<file path="src/rtl/riscv_pkg.sv">
// riscv_pkg: shared decode types, opcode/funct encodings and ALU-op helpers
package riscv_pkg;

   localparam logic [6:0] OPC_LUI       = 7'b0110111;
   localparam logic [6:0] OPC_AUIPC     = 7'b0010111;
   localparam logic [6:0] OPC_JAL       = 7'b1101111;
   localparam logic [6:0] OPC_JALR      = 7'b1100111;
   localparam logic [6:0] OPC_BRANCH    = 7'b1100011;
   localparam logic [6:0] OPC_LOAD      = 7'b0000011;
   localparam logic [6:0] OPC_STORE     = 7'b0100011;
   localparam logic [6:0] OPC_OP_IMM    = 7'b0010011;
   localparam logic [6:0] OPC_OP        = 7'b0110011;
   localparam logic [6:0] OPC_OP_IMM_32 = 7'b0011011;
   localparam logic [6:0] OPC_OP_32     = 7'b0111011;

   localparam logic [6:0] F7_BASE   = 7'b0000000;
   localparam logic [6:0] F7_ALT    = 7'b0100000;
   localparam logic [6:0] F7_MULDIV = 7'b0000001;

   localparam logic [2:0] F3_ADD = 3'b000;
   localparam logic [2:0] F3_SLL = 3'b001;
   localparam logic [2:0] F3_SR  = 3'b101;

   // M ops sit at 16+funct3, W M ops at 40+funct3, branches at 48+funct3
   typedef enum logic [5:0] {
      ALU_ADD  = 6'd0,  ALU_SUB   = 6'd1,  ALU_SLL    = 6'd2,  ALU_SLT   = 6'd3,
      ALU_SLTU = 6'd4,  ALU_XOR   = 6'd5,  ALU_SRL    = 6'd6,  ALU_SRA   = 6'd7,
      ALU_OR   = 6'd8,  ALU_AND   = 6'd9,  ALU_LUI    = 6'd10, ALU_AUIPC = 6'd11,
      ALU_MUL  = 6'd16, ALU_MULH  = 6'd17, ALU_MULHSU = 6'd18, ALU_MULHU = 6'd19,
      ALU_DIV  = 6'd20, ALU_DIVU  = 6'd21, ALU_REM    = 6'd22, ALU_REMU  = 6'd23,
      ALU_ADDW = 6'd32, ALU_SUBW  = 6'd33, ALU_SLLW   = 6'd34, ALU_SRLW  = 6'd35,
      ALU_SRAW = 6'd36, ALU_MULW  = 6'd40, ALU_DIVW   = 6'd44, ALU_DIVUW = 6'd45,
      ALU_REMW = 6'd46, ALU_REMUW = 6'd47, ALU_BEQ    = 6'd48, ALU_BNE   = 6'd49,
      ALU_BLT  = 6'd52, ALU_BGE   = 6'd53, ALU_BLTU   = 6'd54, ALU_BGEU  = 6'd55
   } alu_op_t;

   typedef enum logic [2:0] {
      EU_ALU, EU_LOAD, EU_STORE, EU_BRANCH, EU_JUMP, EU_MUL, EU_DIV, EU_ILLEGAL
   } exec_unit_t;

   typedef enum logic [2:0] {FMT_R, FMT_I, FMT_S, FMT_B, FMT_U, FMT_J} imm_fmt_t;

   typedef enum logic [1:0] {ST_EMPTY, ST_OUT, ST_SKID} state_t;

   typedef struct packed {
      logic [4:0] rd;
      logic       rd_we;
      alu_op_t    alu_op;
      exec_unit_t unit;
   } decode_bundle_t;

   function automatic alu_op_t alu_base(input logic [2:0] f3, input logic alt);
      case (f3)
         3'b000:  return alt ? ALU_SUB : ALU_ADD;
         3'b001:  return ALU_SLL;
         3'b010:  return ALU_SLT;
         3'b011:  return ALU_SLTU;
         3'b100:  return ALU_XOR;
         3'b101:  return alt ? ALU_SRA : ALU_SRL;
         3'b110:  return ALU_OR;
         default: return ALU_AND;
      endcase
   endfunction

   function automatic alu_op_t alu_w(input logic [2:0] f3, input logic alt);
      case (f3)
         F3_SLL:  return ALU_SLLW;
         F3_SR:   return alt ? ALU_SRAW : ALU_SRLW;
         default: return alt ? ALU_SUBW : ALU_ADDW;
      endcase
   endfunction

endpackage

</file>
<file path="src/rtl/decode_imm_gen.sv">
// decode_imm_gen: instruction word -> sign-extended immediate and its format
module decode_imm_gen
   import riscv_pkg::*;
#(
   parameter int XLEN = 32
) (
   input  logic [31:0]     instr,
   output logic [XLEN-1:0] imm,
   output imm_fmt_t        fmt
);

   logic [31:0] imm32;

   // pick the format from the opcode and assemble the 32-bit immediate
   always_comb begin
      case (instr[6:0])
         OPC_LOAD, OPC_OP_IMM, OPC_OP_IMM_32, OPC_JALR: fmt = FMT_I;
         OPC_STORE:                                     fmt = FMT_S;
         OPC_BRANCH:                                    fmt = FMT_B;
         OPC_LUI, OPC_AUIPC:                            fmt = FMT_U;
         OPC_JAL:                                       fmt = FMT_J;
         default:                                       fmt = FMT_R;
      endcase
      case (fmt)
         FMT_I:   imm32 = {{20{instr[31]}}, instr[31:20]};
         FMT_S:   imm32 = {{20{instr[31]}}, instr[31:25], instr[11:7]};
         FMT_B:   imm32 = {{19{instr[31]}}, instr[31], instr[7], instr[30:25], instr[11:8], 1'b0};
         FMT_U:   imm32 = {instr[31:12], 12'b0};
         FMT_J:   imm32 = {{11{instr[31]}}, instr[31], instr[19:12], instr[20], instr[30:21], 1'b0};
         default: imm32 = '0;
      endcase
   end

   assign imm = XLEN'(signed'(imm32));

endmodule

</file>
<file path="src/rtl/decode_stage.sv">
// decode_stage: RV32I/RV64I decode with a registered, skid-buffered output handshake
// Optional feature: define DECODE_MEXT_EN to decode the M extension into MUL/DIV units
module decode_stage
   import riscv_pkg::*;
#(
   parameter int XLEN       = 32,
   parameter int SKID_DEPTH = 2
) (
   input  logic            clk_i,
   input  logic            rst_ni,
   input  logic            fetch_instr_valid_i,
   input  logic [XLEN-1:0] fetch_pc_i,
   input  logic [31:0]     fetch_instr_i,
   output logic            fetch_instr_ready_o,
   input  logic            flush_i,
   output logic [4:0]      rs1_raddr_o,
   output logic [4:0]      rs2_raddr_o,
   input  logic [XLEN-1:0] rs1_rdata_i,
   input  logic [XLEN-1:0] rs2_rdata_i,
   output logic            ex_valid_o,
   input  logic            ex_ready_i,
   output logic [XLEN-1:0] ex_pc_o,
   output logic [XLEN-1:0] ex_rs1_data_o,
   output logic [XLEN-1:0] ex_rs2_data_o,
   output logic [XLEN-1:0] ex_imm_o,
   output logic [4:0]      ex_rd_o,
   output logic            ex_rd_we_o,
   output alu_op_t         ex_alu_op_o,
   output exec_unit_t      ex_unit_o,
   output logic [XLEN-1:0] ex_target_o
);

   typedef struct packed {
      logic [XLEN-1:0] pc;
      logic [XLEN-1:0] rs1;
      logic [XLEN-1:0] rs2;
      logic [XLEN-1:0] imm;
      logic [XLEN-1:0] target;
      decode_bundle_t  ctl;
   } entry_t;

   state_t          state_q, state_d;
   entry_t          out_q, skid_q, dec;
   logic [XLEN-1:0] imm;
   imm_fmt_t        fmt;
   exec_unit_t      unit;
   alu_op_t         alu;
   logic            accept, sh_ok, sra_ok;
   logic [6:0]      op, f7;
   logic [2:0]      f3;

   assign op          = fetch_instr_i[6:0];
   assign f3          = fetch_instr_i[14:12];
   assign f7          = fetch_instr_i[31:25];
   assign rs1_raddr_o = fetch_instr_i[19:15];
   assign rs2_raddr_o = fetch_instr_i[24:20];
   // RV64 shift amounts borrow f7[0]; on RV32 that bit must stay clear
   assign sh_ok  = f7[6:1] == 6'b000000 && (XLEN == 64 || !f7[0]);
   assign sra_ok = f7[6:1] == 6'b010000 && (XLEN == 64 || !f7[0]);

   decode_imm_gen #(.XLEN(XLEN)) u_imm_gen (
      .instr (fetch_instr_i),
      .imm   (imm),
      .fmt   (fmt)
   );

   // classify the instruction into an execution unit and ALU operation
   always_comb begin
      unit = EU_ILLEGAL;
      alu  = ALU_ADD;
      case (op)
         OPC_LUI:    begin unit = EU_ALU; alu = ALU_LUI; end
         OPC_AUIPC:  begin unit = EU_ALU; alu = ALU_AUIPC; end
         OPC_JAL:    unit = EU_JUMP;
         OPC_JALR:   unit = (f3 == F3_ADD) ? EU_JUMP : EU_ILLEGAL;
         OPC_BRANCH: if (f3[2:1] != 2'b01) begin unit = EU_BRANCH; alu = alu_op_t'({3'b110, f3}); end
         OPC_LOAD:   unit = (f3 == 3'b111 || (XLEN == 32 && (f3 == 3'b011 || f3 == 3'b110))) ? EU_ILLEGAL : EU_LOAD;
         OPC_STORE:  unit = (f3[2] || (XLEN == 32 && f3 == 3'b011)) ? EU_ILLEGAL : EU_STORE;
         OPC_OP_IMM: if (f3 == F3_SLL ? sh_ok : f3 == F3_SR ? (sh_ok || sra_ok) : 1'b1) begin
            unit = EU_ALU;
            alu  = alu_base(f3, f3 == F3_SR && sra_ok);
         end
         OPC_OP: if (f7 == F7_BASE || (f7 == F7_ALT && (f3 == F3_ADD || f3 == F3_SR))) begin
            unit = EU_ALU;
            alu  = alu_base(f3, f7 == F7_ALT);
         end
`ifdef DECODE_MEXT_EN
         else if (f7 == F7_MULDIV) begin
            unit = f3[2] ? EU_DIV : EU_MUL;
            alu  = alu_op_t'({3'b010, f3});
         end
`endif
         OPC_OP_IMM_32: if (XLEN == 64 && (f3 == F3_ADD || (f3 == F3_SLL && f7 == F7_BASE) ||
                                           (f3 == F3_SR && (f7 == F7_BASE || f7 == F7_ALT)))) begin
            unit = EU_ALU;
            alu  = alu_w(f3, f3 == F3_SR && f7 == F7_ALT);
         end
         OPC_OP_32: if (XLEN == 64 && ((f7 == F7_BASE && (f3 == F3_ADD || f3 == F3_SLL || f3 == F3_SR)) ||
                                       (f7 == F7_ALT && (f3 == F3_ADD || f3 == F3_SR)))) begin
            unit = EU_ALU;
            alu  = alu_w(f3, f7 == F7_ALT);
         end
`ifdef DECODE_MEXT_EN
         else if (XLEN == 64 && f7 == F7_MULDIV && (f3 == F3_ADD || f3[2])) begin
            unit = f3[2] ? EU_DIV : EU_MUL;
            alu  = alu_op_t'({3'b101, f3});
         end
`endif
         default: ;
      endcase
   end

   assign dec = '{
      pc:     fetch_pc_i,
      rs1:    rs1_rdata_i,
      rs2:    rs2_rdata_i,
      imm:    imm,
      target: (unit == EU_BRANCH || fmt == FMT_J) ? fetch_pc_i + imm : '0,
      ctl:    '{rd:     fetch_instr_i[11:7],
                rd_we:  !(unit inside {EU_STORE, EU_BRANCH, EU_ILLEGAL}) && fetch_instr_i[11:7] != 5'd0,
                alu_op: alu,
                unit:   unit}
   };

   // state register
   always_ff @(posedge clk_i) begin
      if (!rst_ni) state_q <= ST_EMPTY;
      else         state_q <= state_d;
   end

   // next state; flush overrides every transition
   always_comb begin
      case (state_q)
         ST_EMPTY: state_d = accept ? ST_OUT : ST_EMPTY;
         ST_OUT:   state_d = (SKID_DEPTH == 2 && accept && !ex_ready_i) ? ST_SKID :
                             (ex_ready_i && !accept) ? ST_EMPTY : ST_OUT;
         ST_SKID:  state_d = ex_ready_i ? ST_OUT : ST_SKID;
         default:  state_d = ST_EMPTY;
      endcase
      if (flush_i) state_d = ST_EMPTY;
   end

   // handshake outputs; with a skid entry ready depends on state alone
   always_comb begin
      ex_valid_o          = state_q != ST_EMPTY;
      fetch_instr_ready_o = rst_ni && (SKID_DEPTH == 2 ? state_q != ST_SKID : (state_q == ST_EMPTY || ex_ready_i));
      accept              = fetch_instr_valid_i && fetch_instr_ready_o;
   end

   // output and skid buffers; nothing is captured during a flush
   always_ff @(posedge clk_i) begin
      if (!rst_ni) begin
         out_q  <= '0;
         skid_q <= '0;
      end else if (!flush_i) begin
         if (state_q == ST_SKID && ex_ready_i) out_q <= skid_q;
         else if (accept && (state_q == ST_EMPTY || ex_ready_i)) out_q <= dec;
         if (state_q == ST_OUT && accept && !ex_ready_i) skid_q <= dec;
      end
   end

   assign ex_pc_o       = out_q.pc;
   assign ex_rs1_data_o = out_q.rs1;
   assign ex_rs2_data_o = out_q.rs2;
   assign ex_imm_o      = out_q.imm;
   assign ex_target_o   = out_q.target;
   assign ex_rd_o       = out_q.ctl.rd;
   assign ex_rd_we_o    = out_q.ctl.rd_we;
   assign ex_alu_op_o   = out_q.ctl.alu_op;
   assign ex_unit_o     = out_q.ctl.unit;

endmodule
</file>
<file path="config.mk">
export PLATFORM = sky130hd
export DESIGN_NAME = decode_stage
export DESIGN_NICKNAME = d
export VERILOG_FILES = /design/src/rtl/riscv_pkg.sv /design/src/rtl/decode_imm_gen.sv /design/src/rtl/decode_stage.sv
export SDC_FILE = /design/constraint.sdc
export NUM_CORES = 1
export LEC_CHECK = 0
export ABC_AREA = 1
export BUFFER_PORTS_ARGS = -buffer_cell sky130_fd_sc_hd__buf_4
export CORE_ASPECT_RATIO = 1.2
export CORE_MARGIN = 2
export CORE_UTILIZATION = 56
export DETAILED_ROUTE_END_ITERATION = 10
export PLACE_DENSITY = 0.77
export SKIP_LAST_GASP = 1
export SYNTH_ARGS = -nofsm -noshare
export SYNTH_HDL_FRONTEND = slang
export SYNTH_SLANG_ARGS = --single-unit
</file>
<file path="constraint.sdc">
create_clock -name clk_i -period 3.1 [get_ports clk_i]
set_input_delay 0.31 -clock clk_i [delete_from_list [all_inputs] [get_ports clk_i]]
set_output_delay 0.31 -clock clk_i [all_outputs]
set_load 0.005 [all_outputs]
</file>
==> run summary, run 1 <==
Largest net degree at the start of global routing: 250
Number of enable flip-flop cells after synthesis: 0
Flop2flop setup slack: 0.49 ns
Max stage delay on crit path: 0.43 ns
Setup violators final: 0
Fmax: 340 MHz
Initial core utilization: 0.570
Final wirelength: 61600 microns
# nets final: 3059
Setup_tns: 0 ns
#FFs+latches synth: 350
Dpl cells: 3242
DRC viols: 0
Routed WL per cell: 18.6 microns
Most frequent cells in the layout: 607 x nand2_1, 485 x buf_4, 375 x nor2_1, 350 x dfxtp_1, 308 x o21ai_0
Hold Crit Class: in -> reg
Worst path cell trace: buf_4 > inv_2 > nand2_1 > inv_1 > nand2_2 > nand2_2 > buf_4 > a21oi_1 > nand2_1 > ha_1 > nand2_1 > inv_1 > nand2_1 > nor3_1 > buf_4 > nand3_1 > nand3_1 > nand2_1 > nand3_1 > nand2_1 > nand2_1 > a21oi_1
Seq pwr share: 0.460
CP max FO: 7
Layout cell share with drive strength beyond 1: 0.203
Syn. warnings: 0
Htree depth: 2
Reported net switching power: 2.51 mW
FILL cells: 2333
Leakage: 10.9 nW
Total Routing Usage GR: 0.375
Setup CP Type: in -> reg
# IOs: 320
CTS tree: yes
Vias in the first global route: 17890
Clk root buf: clkbuf_16
Clk sinks: 350
Initial antenna violation count: 0
DR vias/cell: 5.73
Initial DRC count: 1950
Power Density: 464 nW/um^2
Die H: 194 microns
Clock transition at path regs: 0.06 ns
Sequential area share after synthesis: 0.414
Synth area leader: dfxtp_1
Via count: 18932
Worst EP required: 3.48 ns
Crit path arrival time: 3.32 ns
Hpwl dp: 43000 microns
Worst relative slew slack: 0.224
CP max-delay cell: ha_1
Most common cell on crit path: nand2_1
Commonest non-fill, non-tap cell in the layout: nand2_1
Post-route core utilization: 0.732
Top FF cell, synth: dfxtp_1
Multi-input gate area: 8510 sq um
Post-Syn Area per Cell: 6.70 sq um
Crit path time final: 2.94 ns
Non-Filler Instances: 3304
Post-route ant nets: 0
GPL Wtd Cong: 1.07
Clk network pwr share: 0.431
Syn nets: 2695
FFs w/ async S/R, synth: 0
Slew Viols, Final: 0
Row count: 69
Grt total ovfl: 0
Peak supply drop: 0.532 mV
Switching share of total power: 0.249
Crit share post-route: 0.949
Die area: 31600 sq um
CTS max path bufs: 3
Drt pass-1 iters: 6
Least-Margin Pin Slew: 1.16 ns
DIE WIDTH: 163 microns
Final hold violation count: 0
Clk Latency, worst-skew pair: 0.54 ns
P_int: 7.57 mW
Cells after synthesis: 2529
Placeable core area: 29700 sq um
Pre-CTS setup slack: -0.583 ns
Setup Skew: 0.0154 ns
Area share of the largest cell type after synthesis: 0.414
Layout area overhead: 28.4%
Post-synthesis cell type count: 35
First-pass GRT wire length: 94500 microns
Post-Syn Area: 16900 sq um
Crit path launch type: primary input
Ranking of synthesized cells by area: dfxtp_1 41%, nand2_1 14%, o21ai_0 9.2%, nor2_1 8.4%, a21oi_1 5.7%
Port Buffers: 319
# diodes: 0
Maxcap violations: 0
Status: finished clean
Crit. End Element: flip-flop
Combinational share of power: 0.109
Cts bufs inserted: 36
FF+latch area: 7010 sq um
Setup ws final: 0.157 ns
Postcts setup bufs: 0
[sequential cells by signal (all words and copies together) (netlist names), 2 cells and up]
register / flops
ex_imm_o: 32
ex_rd_o: 5
ex_pc_o: 32
ex_alu_op_o: 5
ex_rs2_data_o: 32
ex_target_o: 32
ex_rs1_data_o: 32
ex_unit_o: 3
skid_q: 174
state_q: 2
[power groups by stage]
stage               sequential (mW)  clock (mW)  combinational, mW
floorplan                      4.73           0              0.463
global placement               4.73           0               1.05
detailed placement             4.73           0               1.06
CTS                            4.63        4.35               1.08
global route                   4.64        4.52               1.18
finish                         4.64        4.35               1.10
[metal layers]
metal	track usage	up-vias	wire (microns)
met4	0.174	0	3020
met5	0	-	0
li1	-	8985	-
met3	0.0508	171	4590
met2	0.656	918	30200
met1	0.452	8858	23800
[cell families after synthesis]
| logic type | Yosys count | share of synthesized area |
|---|---|---|
| buffers and inverters | 360 | 0.0876 |
| XOR/XNOR | 6 | 0.00310 |
| flip-flops | 350 | 0.414 |
| AND/OR/NAND/NOR | 1122 | 0.264 |
| AO/OA/AOI/OAI | 658 | 0.207 |
| adder cells (fa/ha/maj) | 33 | 0.0248 |
[path summary, 6_finish.rpt]
| kind | from | to | cells past startpoint |
|---|---|---|---|
| hold / removal | rs2_rdata_i[5] | skid_q[84] | 3 |
| hold reg to reg | skid_q[26] | skid_q[26] | 2 |
| setup reg to reg | state_q[0] | ex_target_o[9] | 10 |
| setup / recovery | fetch_instr_i[6] | ex_target_o[24] | 22 |
[area by class of cell]
class | instances | area share
clock buffer | 48 | 0.0472
clock inverter | 11 | 0.00610
inverter | 188 | 0.0329
multi-input combinational | 1819 | 0.391
sequential | 350 | 0.322
tap | 390 | 0.0224
timing repair buffer | 498 | 0.178
[stage by stage]
stage	area [sq um]	total power, mW	hold WS, ns
2_1_floorplan	16900	5.19	0.445
3_3_place_gp	20500	5.78	0.453
3_5_place_dp	20500	5.79	0.457
4_1_cts	21700	10.1	0.00295
5_1_grt	21700	10.3	0.0155
6_report	21700	10.1	0.00865
[cells in the mapped netlist, drive strengths merged (5+ instances only)]
master  count
nor2      388
dfxtp     350
a21oi     193
buf        71
nor3       10
inv       188
nand4      14
ha         32
a31oi     103
nand3b      5
o211ai     16
o21bai      7
or2         7
nand3      80
nand2     617
o21ai     331
clkbuf    101
[critical path: cells and delay by family]
kind | cells | cell delay (ns)
buf+inv | 6 | 0.70
fa+ha+maj | 1 | 0.43
compound gates | 2 | 0.24
simple gates | 13 | 1.65
[repair_timing]
| action | 4_1_cts | 5_1_grt |
|---|---|---|
| setup endpoints to repair | 2 | 22 |
| pin swaps | 0 | 1 |
| hold buffers | 3 | 0 |
| resized for setup | 1 | 14 |
| endpoints found under the hold margin | 3 | 0 |
No activity file was read; power rests on OpenSTA's default activity.
==> run 2, diff against run 1 <==
- CORE_UTILIZATION: 56 -> 42
- PLACE_DENSITY: 0.77 -> 0.6
==> run 2 against run 1 <==
Clock skew fell by 0.0029 ns. Via count is 5.8% lower. Sequential power barely moved. Sequential share of layout area shrank 0.72 points. Fmax up 1.9%. Global-route usage fell by 9.3 points. Largest cell class unchanged.
==> run summary, run 2 (same netlist as run 1, synthesis figures left out) <==
Dpl cells: 3391 (was 3242)
Fmax: 346 MHz (was 340 MHz)
Die H: 224 microns (was 194 microns)
# diodes: 0 (unchanged)
First-pass GRT wire length: 93000 microns (was 94500 microns)
Power Total: 10.3 mW (was 10.1 mW)
Routed WL per cell: 17.6 microns (was 18.6 microns)
Worst relative slew slack: 0.302 (was 0.224)
DRC viols: 0 (unchanged)
Grt total ovfl: 0 (unchanged)
Largest Register: skid_q (unchanged)
Post-route ant nets: 0 (unchanged)
Most common cell on crit path: nand2_1 (unchanged)
Initial DRC count: 1217 (was 1950)
WHS Path Cells: 3 (unchanged)
Number of flip-flops in the largest register: 174 (unchanged)
Crit path arrival time: 3.26 ns (was 3.32 ns)
CP max-delay cell: ha_1 (unchanged)
Max stage delay on crit path: 0.36 ns (was 0.43 ns)
Via count: 17842 (was 18932)
Hold Crit Class: in -> reg (unchanged)
Maxcap violations: 0 (unchanged)
Reg-to-Reg End: ex_rs1_data_o[12] (was ex_target_o[9])
Drt pass-1 iters: 5 (was 6)
Vias in the first global route: 16429 (was 17890)
RSZ-0062 raised after global routing: yes
Flop2flop setup slack: 0.67 ns (was 0.49 ns)
Peak supply drop: 0.639 mV (was 0.532 mV)
Setup ws final: 0.212 ns (was 0.157 ns)
Worst path cell trace: buf_4 > inv_1 > nand2_1 > nor2_1 > nand2_2 > o21ai_1 > nand3b_2 > nor2_4 > nor2_1 > ha_1 > nand2_1 > inv_1 > nand2_1 > nand2_1 > a21oi_1 > nand2_1 > or2_2 > nand3_1 > nand2_1 > o211ai_1 > a21oi_1 (was buf_4 > inv_2 > nand2_1 > inv_1 > nand2_2 > nand2_2 > buf_4 > a21oi_1 > nand2_1 > ha_1 > nand2_1 > inv_1 > nand2_1 > nor3_1 > buf_4 > nand3_1 > nand3_1 > nand2_1 > nand3_1 > nand2_1 > nand2_1 > a21oi_1)
WP buf/inv: 3 (was 6)
Slew Viols, Final: 0 (unchanged)
Clk Latency, worst-skew pair: 0.54 ns (about the same)
CTS tree: yes (unchanged)
Power Density: 464 nW/um^2 (about the same)
Layout cell share with drive strength beyond 1: 0.204 (was 0.203)
Final wirelength: 61000 microns (was 61600 microns)
GPL Wtd Cong: 0.963 (was 1.07)
Pre-CTS setup slack: -0.440 ns (was -0.583 ns)
Status: finished clean (unchanged)
Setup Skew: 0.0125 ns (was 0.0154 ns)
Crit path time final: 2.89 ns (was 2.94 ns)
Total Routing Usage GR: 0.281 (was 0.375)
Most frequent cells in the layout: 606 x nand2_1, 486 x buf_4, 376 x nor2_1, 350 x dfxtp_1, 310 x o21ai_0 (was 607 x nand2_1, 485 x buf_4, 375 x nor2_1, 350 x dfxtp_1, 308 x o21ai_0)
Placeable core area: 39700 sq um (was 29700 sq um)
Hold Path Sink: skid_q[89] (was skid_q[84])
Hpwl dp: 43400 microns (was 43000 microns)
Kind of cell adding the most delay to the critical path: simple AND/OR/NAND/NOR gates (unchanged)
# IOs: 320 (unchanged)
DR vias/cell: 5.14 (was 5.73)
Clock transition at path regs: 0.06 ns (about the same)
Largest net degree at the start of global routing: 250 (unchanged)
Die area: 41900 sq um (was 31600 sq um)
FF+latch area: 7010 sq um (unchanged)
Port Buffers: 319 (unchanged)
# nets final: 3080 (was 3059)
Cts bufs inserted: 39 (was 36)
Crit path launch type: primary input (unchanged)
Crit. End Element: flip-flop (unchanged)
Hold_sp: rs2_rdata_i[10] (was rs2_rdata_i[5])
R2R cell count: 10 (unchanged)
Setup violators final: 0 (unchanged)
CP max FO: 6 (was 7)
Initial core utilization: 0.426 (was 0.570)
Final hold violation count: 0 (unchanged)
RR Startpoint: state_q[0] (unchanged)
Non-Filler Instances: 3473 (was 3304)
Crit share post-route: 0.931 (was 0.949)
Multi-input gate area: 8490 sq um (was 8510 sq um)
Clk root buf: clkbuf_16 (unchanged)
Layout area overhead: 31.3% (was 28.4%)
Clk sinks: 350 (unchanged)
Worst EP required: 3.47 ns (was 3.48 ns)
Commonest non-fill, non-tap cell in the layout: nand2_1 (unchanged)
Htree depth: 2 (unchanged)
Row count: 80 (was 69)
Initial antenna violation count: 0 (unchanged)
DIE WIDTH: 187 microns (was 163 microns)
CTS max path bufs: 3 (unchanged)
FILL cells: 3944 (was 2333)
Least-Margin Pin Slew: 1.05 ns (was 1.16 ns)
Leakage: 11.1 nW (was 10.9 nW)
Setup CP Type: in -> reg (unchanged)
[run 2: timing repair]
| action | in CTS | in global routing |
|---|---|---|
| gates resized for setup | 0 | 10 |
| setup endpoints to repair | 0 | 27 |
| buffers inserted | 0 | 0 |
| endpoints found under the hold margin | 15 | 0 |
| hold buffers | 15 | 0 |
[run 2: cell type report]
class / instances / share of cell area
inverters: 188 / 0.0322
multi-input cells: 1819 / 0.382
clock inverters: 10 / 0.00630
flip-flops and latches: 350 / 0.315
well taps: 533 / 0.0300
repair buffers: 516 / 0.184
clock buffers: 57 / 0.0505
[run 2: power by group]
part	leakage [nW]	total [mW]	switching, mW	internal (mW)
sequential	2.83	4.64	0.0478	4.59
clock	0.615	4.59	1.90	2.69
combinational	7.60	1.10	0.602	0.493
total	11.1	10.3	2.55	7.77
[run 2: metal layers]
layer	routed length (microns)	share of wire	vias up	GRT usage
li1	-	-	9034	-
met1	26500	0.43	8171	0.366
met2	28900	0.47	545	0.476
met3	3310	0.054	92	0.0335
met4	2360	0.039	0	0.110
met5	0	0	-	0
[run 2: worst max-delay path by stage]
stage,start,end,slack [ns],cells past startpoint
global placement,fetch_instr_i[2],ex_target_o[31],-0.43,21
finish,fetch_instr_i[3],ex_target_o[13],0.21,21
detailed placement,fetch_instr_i[2],ex_target_o[31],-0.44,21
floorplan,fetch_instr_i[1],ex_target_o[15],0.34,20
CTS,fetch_instr_i[2],ex_target_o[31],0.13,21
global route,fetch_instr_i[1],ex_target_o[31],-0.03,22
[run 2: worst register-to-register path: stages, from the launching register on]
cell and delay, ns:
dfxtp_1 0.31, inv_1 0.06, nand2_1 0.06, inv_2 0.10, nand2_4 0.33, o21ai_1 0.29
nand2_4 0.11, inv_6 0.46, buf_12 0.29, o21ai_0 0.13, a31oi_1 0.22
[run 2: metrics by stage]
step	hold slack (ns)	cell area (sq um)	util	TNS [ns]
floorplan	0.445	16900	-	0
global placement	0.452	20800	0.523	-12.29
detailed placement	0.456	20800	0.523	-12.31
CTS	0.000674	22200	0.559	0
global route	0.00331	22200	0.559	-0.0779
finish	0.00565	22200	0.559	0
